$ cat config.mk
export PLATFORM = sky130hd
export DESIGN_NAME = cp0_flat
export DESIGN_NICKNAME = d
export VERILOG_FILES = /design/src/rtl/cp0_pkg.sv /design/src/rtl/cp0_if.sv /design/src/rtl/cp0.sv /design/src/flat_wrapper.sv
export SDC_FILE = /design/constraint.sdc
export NUM_CORES = 1
export LEC_CHECK = 0
export CAP_MARGIN = 25
export CORE_UTILIZATION = 43
export CTS_CLUSTER_DIAMETER = 150
export CTS_CLUSTER_SIZE = 24
export DETAILED_ROUTE_END_ITERATION = 7
export GPL_TIMING_DRIVEN = 1
export HOLD_SLACK_MARGIN = 0.05
export PLACE_DENSITY = 0.91
export SLEW_MARGIN = 20
export SYNTH_ARGS = -nofsm -noshare
export SYNTH_HDL_FRONTEND = slang
export SYNTH_SLANG_ARGS = --single-unit
$ cat constraint.sdc
create_clock -name clk -period 2.4 [get_ports clk]
set_clock_uncertainty 0.2 [all_clocks]
set_input_delay 0.48 -clock clk [delete_from_list [all_inputs] [get_ports clk]]
set_output_delay 0.48 -clock clk [all_outputs]
set_load 0.05 [all_outputs]
$ cat src/rtl/cp0_pkg.sv
// Shared CP0 definitions: register numbers, field positions, exception codes
// and the handler vector used by the exception PC select.
package cp0_pkg;

  localparam logic [4:0] REG_SR    = 5'd12;
  localparam logic [4:0] REG_CAUSE = 5'd13;
  localparam logic [4:0] REG_EPC   = 5'd14;
  localparam logic [4:0] REG_PRID  = 5'd15;

  localparam int SR_IM_HI     = 15;
  localparam int SR_IM_LO     = 10;
  localparam int SR_EXL       = 1;
  localparam int SR_IE        = 0;
  localparam int CAUSE_BD     = 31;
  localparam int CAUSE_IP_HI  = 15;
  localparam int CAUSE_IP_LO  = 10;
  localparam int CAUSE_EXC_HI = 6;
  localparam int CAUSE_EXC_LO = 2;

  typedef enum logic [4:0] {
    EXC_INT  = 5'd0,
    EXC_ADEL = 5'd4,
    EXC_ADES = 5'd5,
    EXC_RI   = 5'd10,
    EXC_OV   = 5'd12
  } exc_code_e;

  localparam logic [31:0] HANDLER_VEC = 32'h0000_4180;

  function automatic logic [31:0] pack_sr(input logic [5:0] im, input logic exl,
                                          input logic ie);
    logic [31:0] w;
    w = '0;
    w[SR_IM_HI:SR_IM_LO] = im;
    w[SR_EXL]            = exl;
    w[SR_IE]             = ie;
    return w;
  endfunction

  function automatic logic [31:0] pack_cause(input logic bd, input logic [5:0] ip,
                                             input logic [4:0] code);
    logic [31:0] w;
    w = '0;
    w[CAUSE_BD]                   = bd;
    w[CAUSE_IP_HI:CAUSE_IP_LO]    = ip;
    w[CAUSE_EXC_HI:CAUSE_EXC_LO]  = code;
    return w;
  endfunction

endpackage

$ cat src/rtl/cp0_if.sv
// M-stage <-> CP0 signal bundle: mfc0/mtc0 access, exception inputs,
// interrupt lines and the request/EPC results.
interface cp0_if;
  logic [4:0]  A1;
  logic [4:0]  A2;
  logic [31:0] DIn;
  logic        We;
  logic        EXLClr;
  logic [31:0] PC;
  logic        BD;
  logic [4:0]  ExcCode_M;
  logic [5:0]  HWInt;
  logic        IntReq;
  logic        ExcReq;
  logic [31:0] EPC;
  logic [31:0] CP0O;

  modport master (
    output A1, A2, DIn, We, EXLClr, PC, BD, ExcCode_M, HWInt,
    input  IntReq, ExcReq, EPC, CP0O
  );

  modport slave (
    input  A1, A2, DIn, We, EXLClr, PC, BD, ExcCode_M, HWInt,
    output IntReq, ExcReq, EPC, CP0O
  );
endinterface

$ cat src/rtl/cp0.sv
// Coprocessor 0: takes interrupts/exceptions from M, records SR/Cause/EPC,
// and serves mfc0/mtc0 and the eret target.
module cp0
  import cp0_pkg::*;
#(
  parameter logic [31:0] PRID = 32'h4D49_5053
) (
  input  logic   clk,
  input  logic   rst_n,
  cp0_if.slave   bus
);

  logic [5:0]  im_reg;
  logic        exl_reg;
  logic        ie_reg;
  logic        bd_reg;
  logic [5:0]  ip_reg;
  logic [4:0]  exc_code_reg;
  logic [31:0] epc_reg;

  logic        int_req;
  logic        exc_req;
  logic        take_req;
  logic [31:0] pc_victim;
  logic [31:0] sr_word;
  logic [31:0] cause_word;

  // Interrupts win over a simultaneous exception; EXL masks both.
  assign int_req  = (|(bus.HWInt & im_reg)) & ie_reg & ~exl_reg;
  assign exc_req  = (bus.ExcCode_M != EXC_INT) & ~exl_reg & ~int_req;
  assign take_req = int_req | exc_req;

  assign pc_victim = bus.BD ? (bus.PC - 32'd4) : bus.PC;

  always_ff @(posedge clk or negedge rst_n) begin
    if (!rst_n) begin
      im_reg       <= '0;
      exl_reg      <= 1'b0;
      ie_reg       <= 1'b0;
      bd_reg       <= 1'b0;
      ip_reg       <= '0;
      exc_code_reg <= '0;
      epc_reg      <= '0;
    end else begin
      ip_reg <= bus.HWInt;
      if (take_req) begin
        exl_reg      <= 1'b1;
        bd_reg       <= bus.BD;
        exc_code_reg <= int_req ? EXC_INT : bus.ExcCode_M;
        epc_reg      <= {pc_victim[31:2], 2'b00};
      end else begin
        if (bus.We && bus.A2 == REG_SR) begin
          im_reg  <= bus.DIn[SR_IM_HI:SR_IM_LO];
          exl_reg <= bus.DIn[SR_EXL];
          ie_reg  <= bus.DIn[SR_IE];
        end
        if (bus.We && bus.A2 == REG_EPC) begin
          epc_reg <= bus.DIn;
        end
        // eret overrides a same-cycle SR write so EXL always ends cleared.
        if (bus.EXLClr) begin
          exl_reg <= 1'b0;
        end
      end
    end
  end

  assign sr_word    = pack_sr(im_reg, exl_reg, ie_reg);
  assign cause_word = pack_cause(bd_reg, ip_reg, exc_code_reg);

  always_comb begin
    bus.CP0O = '0;
    case (bus.A1)
      REG_SR:    bus.CP0O = sr_word;
      REG_CAUSE: bus.CP0O = cause_word;
      REG_EPC:   bus.CP0O = epc_reg;
      REG_PRID:  bus.CP0O = PRID;
      default:   bus.CP0O = '0;
    endcase
  end

  assign bus.IntReq = int_req;
  assign bus.ExcReq = exc_req;
  assign bus.EPC    = epc_reg;

endmodule

$ cat src/flat_wrapper.sv
// flat-port wrapper written by rule: the top's interface ports become plain ports
module cp0_flat import cp0_pkg::*;
#(
  parameter logic [31:0] PRID = 32'h4D49_5053
)
  (clk, rst_n, bus_A1, bus_A2, bus_DIn, bus_We, bus_EXLClr, bus_PC, bus_BD, bus_ExcCode_M, bus_HWInt, bus_IntReq, bus_ExcReq, bus_EPC, bus_CP0O);
  cp0_if bus_i ();
  input  logic clk;
  input  logic rst_n;
  input wire logic [$bits(bus_i.A1)-1:0] bus_A1;
  input wire logic [$bits(bus_i.A2)-1:0] bus_A2;
  input wire logic [$bits(bus_i.DIn)-1:0] bus_DIn;
  input wire logic [$bits(bus_i.We)-1:0] bus_We;
  input wire logic [$bits(bus_i.EXLClr)-1:0] bus_EXLClr;
  input wire logic [$bits(bus_i.PC)-1:0] bus_PC;
  input wire logic [$bits(bus_i.BD)-1:0] bus_BD;
  input wire logic [$bits(bus_i.ExcCode_M)-1:0] bus_ExcCode_M;
  input wire logic [$bits(bus_i.HWInt)-1:0] bus_HWInt;
  output wire logic [$bits(bus_i.IntReq)-1:0] bus_IntReq;
  output wire logic [$bits(bus_i.ExcReq)-1:0] bus_ExcReq;
  output wire logic [$bits(bus_i.EPC)-1:0] bus_EPC;
  output wire logic [$bits(bus_i.CP0O)-1:0] bus_CP0O;
  assign bus_i.A1 = bus_A1;
  assign bus_i.A2 = bus_A2;
  assign bus_i.DIn = bus_DIn;
  assign bus_i.We = bus_We;
  assign bus_i.EXLClr = bus_EXLClr;
  assign bus_i.PC = bus_PC;
  assign bus_i.BD = bus_BD;
  assign bus_i.ExcCode_M = bus_ExcCode_M;
  assign bus_i.HWInt = bus_HWInt;
  assign bus_IntReq = bus_i.IntReq;
  assign bus_ExcReq = bus_i.ExcReq;
  assign bus_EPC = bus_i.EPC;
  assign bus_CP0O = bus_i.CP0O;
  cp0 #(.PRID(PRID)) u_core (.clk(clk), .rst_n(rst_n), .bus(bus_i));
endmodule
; Word-level counts from Yosys, hierarchy flattened
; Cells that the tools add are included.
; Widths: inputs -> output; s select.
[classes]
n_addsub = 1
mux = 8
reduce_logical = 7
bitwise_logic = 9
eq_ne = 6
[ops]
columns = operator, n
row1 = $pmux 32 s4, 1
row2 = $mux 32, 3
row3 = $sub 32x3->32 const B, 1
row4 = $eq 5x4->1 const B, 6
row5 = $and 6x6->6, 1
row6 = $reduce_or 6->1, 1
row7 = $mux 5, 1
row8 = $reduce_bool 5->1, 1
row9 = $and 1x1->1, 4
row10 = $mux 1, 3
row11 = $not 1->1, 3
row12 = $reduce_bool 3->1, 1
row13 = $logic_and 1x1->1, 2
row14 = $reduce_and 2->1, 1
row15 = $reduce_bool 2->1, 1
row16 = $or 1x1->1, 1
[word_totals]
out_inout_bits = 66
reg_bits = 52

; Logic depth before layout (Yosys ltp)
; Gate-level depths: netlist of the first run.
[logic_depth]
ltp_word = 9
ltp_mapped = 7

; Least setup slack after synthesis of the first run
; No wires, ideal clock.
[synth_path]
kind = input port to output port
start = input port bus_A1[1]
end = output port bus_CP0O[12]
setup_slack_ns = -0.571
path_buffers = 2
required_ns = 1.720
t_arrival_ns = 2.291
path_stages = 4
cell_sequence = clkbuf_1 > clkbuf_1 > a211oi_1 > nor3_1
[synth_via]
elab_chain_cells = 2
[synth_rtl]
columns = item, line
row1 = from (decl), flat_wrapper.sv:10  ; input wire logic [$bits(bus_i.A1)-1:0] bus_A1;
row2 = $eq 5x4->1, cp0.sv:73  ; case (bus.A1)
row3 = $pmux 32 s4 (*), cp0.sv:73
row4 = to (decl), flat_wrapper.sv:22  ; output wire logic [$bits(bus_i.CP0O)-1:0] bus_CP0O;
; Every way passes the cells marked *; elsewhere a longest branch is shown, timed or not.

; Worst setup path in the final report of the first run
[layout_path]
start = register u_core.im_reg[0]
end = output port bus_IntReq
[layout_via]
elab_chain_cells = 4
[layout_rtl]
columns = item, line
row1 = from (decl), cp0.sv:13  ; logic [5:0] im_reg;
row2 = from (signal assigned), cp0.sv:53  ; im_reg <= bus.DIn[SR_IM_HI:SR_IM_LO];
row3 = $and 6x6->6, cp0.sv:29  ; assign int_req = (|(bus.HWInt & im_reg)) & ie_reg & ~exl_reg;
row4 = $reduce_or 6->1, cp0.sv:29
row5 = $and 1x1->1 (2 in series), cp0.sv:29
row6 = to (decl), flat_wrapper.sv:19  ; output wire logic [$bits(bus_i.IntReq)-1:0] bus_IntReq;
; Every way passes these cells.

==> flow_summary_export.csv, run 1 <==
group,metric,value,unit
route,maxUsedRoutingLayer,"met4",
critical_path,r2r_cells,7,
yosys,syn_area,3480,um2
sta,timing.fmax,0.393,GHz
route,drt-total-wl,18000,um
run,maxCapViolCount,0,
sta,finalSetupViolCount,24,
yosys,muxShareOfSynthArea,14.4,%
floorplan,dieArea,8460,um2
floorplan,initial_core_util,44.8,%
critical_path,r2r-end,"u_core.bus.EPC[19]",
yosys,yosys.area_share.adder,0.360,%
yosys,yosys.area.top_type,"dfrtp_1",
pwr,power.net_switching,2.92,mW
critical_path,startpoint_type,"flip-flop",
clock_network,numCtsBuffers,5,
layout,multiInputGateArea,2290,um2
yosys,synthArstFlopShare,100,%
global_routing,grt_usage,38.2,%
pwr,power_density,877,nW/um2
global_routing,grt_pass1_wl,24800,um
route,drt_iter0_markers,694,
yosys,synth_top_family_by_area,"simple AND/OR/NAND/NOR gates",
placed_design,hpwl,11100,um
floorplan,io_pins,156,
route,wl_met2,8240,um
layout,drive_gt1_share,37.0,%
yosys,netlist_top_cells_area,"dfrtp_1, mux2i_1, nor2_1",
critical_path,reg2reg_from,"u_core.im_reg[0]",
yosys,syn_avg_cell_area,9.53,um2
yosys,synthTopCellsByCount,"dfrtp_1, mux2i_1, nor2_1",
layout,stdcell_area,6540,um2
yosys,synth.most_common_cell,"dfrtp_1",
layout,fillCellCount,387,
pwr,p_clk_share,9.1,%
pwr,leakage,2.71,nW
sta,slew_violations,0,
critical_path,path_cells,"a22oi_2, a311o_1, clkinv_2, buf_6, buf_8",
layout,nNetsFinal,694,
placed_design,post_dp_cell_area,6100,um2
critical_path,cp_slowest_cell,"dfrtp_1",
yosys,synth_compound_area_share,17.7,%
route,ant_nets,0,
sta,min_period,2.54,ns
critical_path,reg2reg_slack,-0.10,ns
pwr,ir_drop,0.608,mV
placed_design,io_buffers,153,
pwr,total_power,5.73,mW
yosys,syn_nets,456,
yosys,synth.distinct_cells,60,
clock_network,cts_root_buffer,"clkbuf_8",
critical_path,crit_cells,5,
clock_network,clockBufferDepth,2,
floorplan,core-area,7770,um2
route,viasPerCell,6.71,
floorplan,die_y,92.0,um
sta,rsz0062_at_grt,"yes",
sta,finalHoldViolCount,0,
floorplan,fp.dieW,92.0,um
status,status,"finished, violations left",
layout,largest_register_ffs,32,
critical_path,cp_num_buf_inv,3,
pwr,p_int,2.82,mW
placed_design,gp_congestion,0.903,
floorplan,rows,32,
yosys,ys.flop_type,"dfrtp_1",
pwr,seqPwrFrac,28.8,%
route,wl_met1,5830,um
placed_design,dp_slack,-0.511,ns
critical_path,path_class,"reg2out",
pwr,switching_share,50.9,%
route,wl_met3,2320,um
critical_path,cpPeakStageDelay,0.44,ns
placed_design,dp_cells,686,
critical_path,cp_data_required_time,1.72,ns
route,avgRoutedWirePerCell,25.5,um
yosys,synth_edf_count,0,
clock_network,clock-sinks,52,
yosys,ys_ff_latch,52,
clock_network,path_clk_slew,0.11,ns
critical_path,critical_path.top_delay_family,"compound AO/OA/AOI/OAI gates",
critical_path,cp_max_fo,3,
critical_path,worstSetupEndpointType,"output pin",
route,first_pass_iters,8,
global_routing,overflow,0,
yosys,seq_area_frac_synth,37.4,%
layout,stdcell_count,706,
clock_network,htreeDepth,2,
critical_path,critical_path_arrival,1.86,ns
route,num_vias,4735,
status,violations,"setup timing",
sta,finalWorstSetupSlack,-0.143,ns
pwr,combPwrFrac,62.1,%
yosys,syn_inst,365,
sta,fin_crit_sh,106,%
yosys,synth-simple-area-share,20.7,%
clock_network,cts_tree,"done",
clock_network,clock_latency,0.32,ns
global_routing,antenna_found_initial,0,
sta,relSlewSlack,53.1,%
yosys,synth-xor-area-share,3.78,%
layout,seq_area,1300,um2
route,drc,0,
hold_path,min_path_type,"in2async",
yosys,yosysWarnings,0,
global_routing,grt_max_degree,53,
global_routing,grt_pass1_vias,4665,
sta,worst_slew_pin_slew,0.704,ns
layout,areaGrowthSynthToFinish,88.0,%
yosys,synth_top_area_share,37.4,%
-- metal layers --
layer  vias to the layer above  track usage [%]
li1                       1843                -
met1                      2194             43.9
met2                       512             62.9
met3                       186             9.70
met4                         0             24.9
met5                         -                0
-- worst max-delay path by stage --
stage	start	endpoint
after global routing	u_core.im_reg[0]	u_core.bus.EPC[31]
after CTS	bus_PC[2]	u_core.bus.EPC[27]
after global placement	bus_ExcCode_M[3]	u_core.im_reg[5]
after detailed placement	bus_HWInt[0]	u_core.bus.EPC[27]
final	u_core.im_reg[0]	bus_IntReq
after floorplan	bus_A1[4]	bus_CP0O[10]
-- cells by family (layout without fill, tap and decap cells) --
logic type / Yosys count / count (layout)
AO/OA/AOI/OAI: 86 / 86
XOR/XNOR: 15 / 15
adder cells (fa/ha/maj): 1 / 1
buffers and inverters: 41 / 279
flip-flops: 52 / 52
multiplexers: 49 / 49
other: 0 / 1
AND/OR/NAND/NOR: 121 / 121
-- area by class of cell --
class	count	area share (%)
inverter	18	1.05
timing repair buffer	254	40.8
antenna	1	0.0383
clock buffer	6	1.11
sequential	52	19.9
tap	102	1.95
clock inverter	1	0.0765
multi-input combinational	272	35.0
-- power groups by stage --
stage / clock, mW / combinational [mW] / sequential (mW)
6_report: 0.520 / 3.56 / 1.65
4_1_cts: 0.500 / 3.25 / 1.58
5_1_grt: 0.541 / 3.66 / 1.66
3_3_place_gp: 0 / 3.01 / 1.54
2_1_floorplan: 0 / 1.01 / 2.36
3_5_place_dp: 0 / 3.13 / 1.57
-- worst reg2reg max path, cell delays in order, from the launching register on --
cell	delay [ns]
dfrtp_1	0.44
a22oi_2	0.37
a311o_1	0.33
clkinv_2	0.11
buf_6	0.15
buf_4	0.17
a2111oi_1	0.50
a31oi_1	0.09
-- through the flow --
stage | setup TNS, ns | utilization (%) | hold slack [ns]
floorplan | -1.54 | - | -0.0156
global placement | -14.55 | 78.5 | 0.290
detailed placement | -19.76 | 78.5 | 0.294
CTS | 0 | 81.7 | 0.111
global route | -1.68 | 84.2 | 0.145
finish | -1.14 | 84.2 | 0.0760
-- placed cells by master (no fill, tap or decap), types with 7 or more instances in the layout --
master,Yosys,routed
buf_6,4,7
dlygate4sd2_1,0,15
clkdlybuf4s50_1,0,101
buf_12,0,36
nand2_1,12,11
and2_4,0,7
o21ai_0,10,10
a31oi_1,20,17
mux2_2,7,7
nor2_2,1,9
xor2_1,10,10
mux2i_1,41,39
buf_4,2,91
dfrtp_1,52,50
inv_1,17,17
nor2_1,35,26
-- repair_timing --
action                     4_1_cts  5_1_grt
gates resized for setup         54       35
pin swaps                        9        9
setup endpoints to repair       72       43
hold buffers                     0        0
buffers inserted                 7        5
Note: power is estimated with default switching activity, not from simulation.
==> inputs of run 2 (changes only) <==
--- a/config.mk
+++ b/config.mk
@@ -6,6 +6,7 @@
 export NUM_CORES = 1
 export LEC_CHECK = 0
 export CAP_MARGIN = 25
+export CORE_MARGIN = 5
 export CORE_UTILIZATION = 43
 export CTS_CLUSTER_DIAMETER = 150
 export CTS_CLUSTER_SIZE = 24
==> flow_summary_export.csv, run 2 (synthesized netlist as in run 1, its figures left out) <==
group,metric,value,unit
status,status,"finished, final reports clean",
pwr,leakage,2.69,nW
sta,finalSetupViolCount,0,
layout,fillCellCount,422,
global_routing,grt_pass1_vias,4603,
global_routing,grt_max_degree,32,
critical_path,worstSetupEndpointType,"flip-flop",
clock_network,clockBufferDepth,2,
global_routing,overflow,0,
layout,final_common_cell,"clkdlybuf4s50_1",
critical_path,cp_max_fo,4,
critical_path,r2r_cells,7,
run,maxCapViolCount,0,
critical_path,startpoint_type,"primary input",
route,drt_iter0_markers,355,
hold_path,min_path_type,"in2reg",
floorplan,rows,32,
critical_path,path_cells,"clkdlybuf4s50_1, nor4_2, buf_4, nand3b_1, buf_4, or4_1, a31oi_1",
global_routing,grt_pass1_wl,24100,um
critical_path,cp_slowest_cell,"or4_1",
layout,stdcell_area,6460,um2
layout,drive_gt1_share,34.3,%
critical_path,cp_data_required_time,2.43,ns
sta,slew_violations,0,
sta,rsz0062_at_grt,"yes",
critical_path,critical_path_arrival,2.41,ns
placed_design,hpwl,11200,um
clock_network,cts_root_buffer,"clkbuf_8",
route,ant_nets,0,
clock_network,numCtsBuffers,5,
route,viasPerCell,5.98,
sta,fin_crit_sh,99.2,%
global_routing,antenna_found_initial,0,
placed_design,post_dp_cell_area,6140,um2
layout,stdcell_count,705,
sta,relSlewSlack,61.0,%
route,drt-total-wl,15400,um
sta,min_period,2.38,ns
sta,timing.fmax,0.420,GHz
floorplan,fp.dieW,100,um
clock_network,cts_tree,"done",
layout,largest_register_ffs,32,
route,first_pass_iters,6,
floorplan,dieArea,9990,um2
layout,nNetsFinal,694,
clock_network,path_clk_slew,0.10,ns
placed_design,io_buffers,153,
critical_path,crit_top_cell,"buf_4",
route,num_vias,4216,
floorplan,initial_core_util,44.6,%
layout,mostFrequentLayoutCells,"clkdlybuf4s50_1, buf_4, dfrtp_1, mux2i_1, buf_12",
clock_network,clock-sinks,52,
global_routing,grt_usage,30.5,%
critical_path,cpPeakStageDelay,0.49,ns
route,drc,0,
pwr,ir_drop,0.528,mV
placed_design,gp_congestion,0.956,
pwr,total_power,5.33,mW
clock_network,clock_latency,0.31,ns
placed_design,dp_cells,687,
sta,worst_slew_pin_slew,0.584,ns
floorplan,die_y,100,um
layout,antenna_cells,0,
sta,finalHoldViolCount,0,
floorplan,core-area,7810,um2
layout,areaGrowthSynthToFinish,85.6,%
hold_path,holdPathStages,1,
clock_network,htreeDepth,2,
route,avgRoutedWirePerCell,21.9,um
layout,fin_util,82.7,%
pwr,power_density,825,nW/um2
floorplan,io_pins,156,
critical_path,path_class,"in2reg",
-- run 2: cell type report --
class / count / area [um2] / share of cell area (%)
timing repair buffer: 254 / 2710 / 41.9
multi-input combinational: 272 / 2170 / 33.7
sequential: 52 / 1300 / 20.1
tap: 102 / 128 / 1.98
clock buffer: 6 / 72.6 / 1.12
inverter: 18 / 68.8 / 1.07
clock inverter: 1 / 5.00 / 0.0775
-- run 2: final timing paths --
kind / from / endpoint / slack, ns
hold / removal: bus_HWInt[1] / u_core.ip_reg[1] / 0.24
setup / recovery: bus_PC[15] / u_core.bus.EPC[31] / 0.02
setup reg to reg: u_core.im_reg[5] / u_core.im_reg[2] / 0.13
max in group asynchronous: rst_n / u_core.bus.EPC[18] / 0.91
min in group asynchronous: rst_n / u_core.bus.EPC[25] / 0.50
hold reg to reg: u_core.exc_code_reg[0] / u_core.exc_code_reg[0] / 0.32
-- run 2: repair_timing --
item                                   CTS  global route
pin swaps                                9             8
buffers inserted                         5             4
setup endpoints to repair               44            24
endpoints found under the hold margin   21             0
resized for setup                       47            15
gates cloned                             1             0
hold buffers                             1             0
-- run 2: per-stage QoR --
step	TNS, ns	hold slack, ns	setup slack (ns)
floorplan	-1.54	-0.0156	-0.109
global placement	-12.59	0.281	-0.329
detailed placement	-16.86	0.298	-0.431
CTS	0	0.227	0.00163
global route	-0.127	0.224	-0.0338
finish	0	0.237	0.0187
-- run 2: power by group --
part	switching, mW	leakage (nW)	internal (mW)
clock network	0.298	0.0410	0.200
logic	1.96	2.04	1.30
registers	0.340	0.616	1.23
total	2.59	2.69	2.73
-- run 2: routing by layer --
layer	vias up	part of all wire, %	track usage (%)
met5	-	0	0
met4	0	3.7	12.6
met3	63	8.5	6.05
met2	275	51	53.9
met1	2030	36	36.1
li1	1848	-	-
-- run 2: worst max-delay path, delay by kind of cell --
kind,cells,cell delay [ns]
AND/OR/NAND/NOR,3,0.97
buffers and inverters,3,0.80
AO/OA/AOI/OAI,1,0.16
==> inputs of run 3 (changes only) <==
--- a/config.mk
+++ b/config.mk
@@ -14,6 +14,7 @@
 export GPL_TIMING_DRIVEN = 1
 export HOLD_SLACK_MARGIN = 0.05
 export PLACE_DENSITY = 0.91
+export REMOVE_ABC_BUFFERS = 1
 export SLEW_MARGIN = 20
 export SYNTH_ARGS = -nofsm -noshare
 export SYNTH_HDL_FRONTEND = slang
==> flow_summary_export.csv, run 3 (synthesized netlist as in run 1, its figures left out) <==
group,metric,value,unit
status,status,"finished, violations left",
status,violations,"setup timing",
layout,areaGrowthSynthToFinish,89.7,%
global_routing,overflow,0,
global_routing,grt_pass1_wl,26800,um
global_routing,grt_pass1_vias,4812,
floorplan,die_y,100,um
placed_design,post_dp_cell_area,6040,um2
sta,worst_slew_pin_slew,0.668,ns
sta,rsz0062_at_grt,"yes",
critical_path,critical_path_arrival,2.59,ns
sta,finalSetupViolCount,16,
run,maxCapViolCount,0,
clock_network,clock-sinks,52,
clock_network,cts_tree,"done",
hold_path,holdPathStages,1,
placed_design,hpwl,11400,um
global_routing,antenna_found_initial,0,
critical_path,crit_top_cell,"buf_4",
clock_network,numCtsBuffers,5,
route,num_vias,4762,
clock_network,clockBufferDepth,2,
sta,min_period,2.61,ns
critical_path,cp-startpoint,"bus_PC[4]",
critical_path,startpoint_type,"primary input",
clock_network,path_clk_slew,0.11,ns
route,drt_iter0_markers,753,
critical_path,cp_data_required_time,2.38,ns
sta,slew_violations,0,
sta,timing.fmax,0.383,GHz
placed_design,gp_congestion,0.949,
layout,fin_util,84.6,%
hold_path,worstHoldStart,"bus_HWInt[4]",
pwr,power_density,866,nW/um2
floorplan,initial_core_util,44.6,%
layout,stdcell_area,6600,um2
critical_path,reg2reg_slack,-0.08,ns
critical_path,cpPeakStageDelay,0.46,ns
pwr,ir_drop,0.863,mV
global_routing,grt_usage,34.8,%
floorplan,core-area,7810,um2
hold_path,hold_end,"u_core.ip_reg[4]",
critical_path,reg2reg_from,"u_core.im_reg[2]",
route,first_pass_iters,8,
critical_path,cp_slowest_cell,"o21ai_0",
layout,drive_gt1_share,36.4,%
route,viasPerCell,6.75,
pwr,leakage,2.74,nW
layout,mostFrequentLayoutCells,"clkdlybuf4s50_1, buf_4, dfrtp_1, buf_12, mux2i_1",
global_routing,grt_max_degree,26,
critical_path,r2r_cells,7,
clock_network,htreeDepth,2,
placed_design,io_buffers,153,
critical_path,path_class,"in2reg",
critical_path,path_cells,"clkdlybuf4s50_1, buf_4, nor4b_2, buf_4, nand4_1, buf_4, o21ai_0, a31oi_1",
route,drc,0,
sta,finalHoldViolCount,0,
route,ant_nets,0,
hold_path,min_path_type,"in2reg",
critical_path,cp_max_fo,3,
floorplan,io_pins,156,
layout,nNetsFinal,692,
critical_path,r2r-end,"u_core.bus.EPC[17]",
layout,final_common_cell,"clkdlybuf4s50_1",
route,drt-total-wl,19700,um
layout,stdcell_count,705,
clock_network,cts_root_buffer,"clkbuf_8",
floorplan,fp.dieW,100,um
sta,finalWorstSetupSlack,-0.210,ns
route,avgRoutedWirePerCell,27.9,um
sta,relSlewSlack,54.3,%
layout,largest_register_ffs,32,
critical_path,worstSetupEndpointType,"flip-flop",
clock_network,clock_latency,0.33,ns
placed_design,dp_cells,682,
floorplan,dieArea,9990,um2
sta,fin_crit_sh,109,%
floorplan,rows,32,
sta,timing.hold.ws,0.113,ns
==> run 3: worst max-delay path by stage <==
stage	cells after the start	endpoint
final	8	u_core.bus.EPC[19]
after global placement	7	u_core.bus.EPC[13]
after global routing	8	u_core.bus.EPC[19]
after detailed placement	6	u_core.bus.EPC[26]
after CTS	8	u_core.bus.EPC[27]
after floorplan	5	u_core.exl_reg
==> run 3: repair_timing <==
| item | CTS | global route |
|---|---|---|
| hold endpoints to repair | 9 | 0 |
| gates cloned | 1 | 1 |
| gates resized for setup | 76 | 33 |
| setup endpoints to repair | 74 | 23 |
| setup buffers | 10 | 2 |
| hold buffers | 1 | 0 |
| pin swaps | 16 | 10 |
==> run 3: worst max-delay path, delay by kind of cell <==
kind / cells / cell delay, ns
and+or+nand+nor: 2 / 0.45
AOI/OAI and AO/OA: 2 / 0.62
buffers and inverters: 4 / 1.04
==> run 3: per-layer routing <==
layer,track usage (%),up-vias,routed length [um]
li1,-,1845,-
met1,37.2,2171,6360
met2,58.2,541,8820
met3,11.0,205,2560
met4,24.4,0,1970
met5,0,-,0
==> run 3: power breakdown <==
part / internal (mW) / switching, mW / total [mW] / leakage (nW)
logic: 1.39 / 2.17 / 3.56 / 2.08
registers: 1.23 / 0.392 / 1.62 / 0.616
clock network: 0.208 / 0.330 / 0.538 / 0.0445
total: 2.83 / 2.89 / 5.72 / 2.74
==> run 3: cell type report <==
class | count | area (um2)
clock inverters | 3 | 21.3
well taps | 102 | 128
repair buffers | 252 | 2730
diodes | 1 | 2.50
multi-input cells | 272 | 2290
flip-flops and latches | 52 | 1300
clock buffers | 5 | 68.8
fillers | 387 | 1210
inverters | 18 | 68.8
==> run 3: per-stage QoR <==
stage / worst slack [ns] / TNS (ns) / power (mW)
after detailed placement: -0.502 / -27.55 / 4.67
after global placement: -0.352 / -21.18 / 4.53
after CTS: 0.00485 / 0 / 5.34
after floorplan: -0.677 / -21.37 / 3.30
final: -0.210 / -1.09 / 5.72
after global routing: -0.272 / -1.24 / 5.87
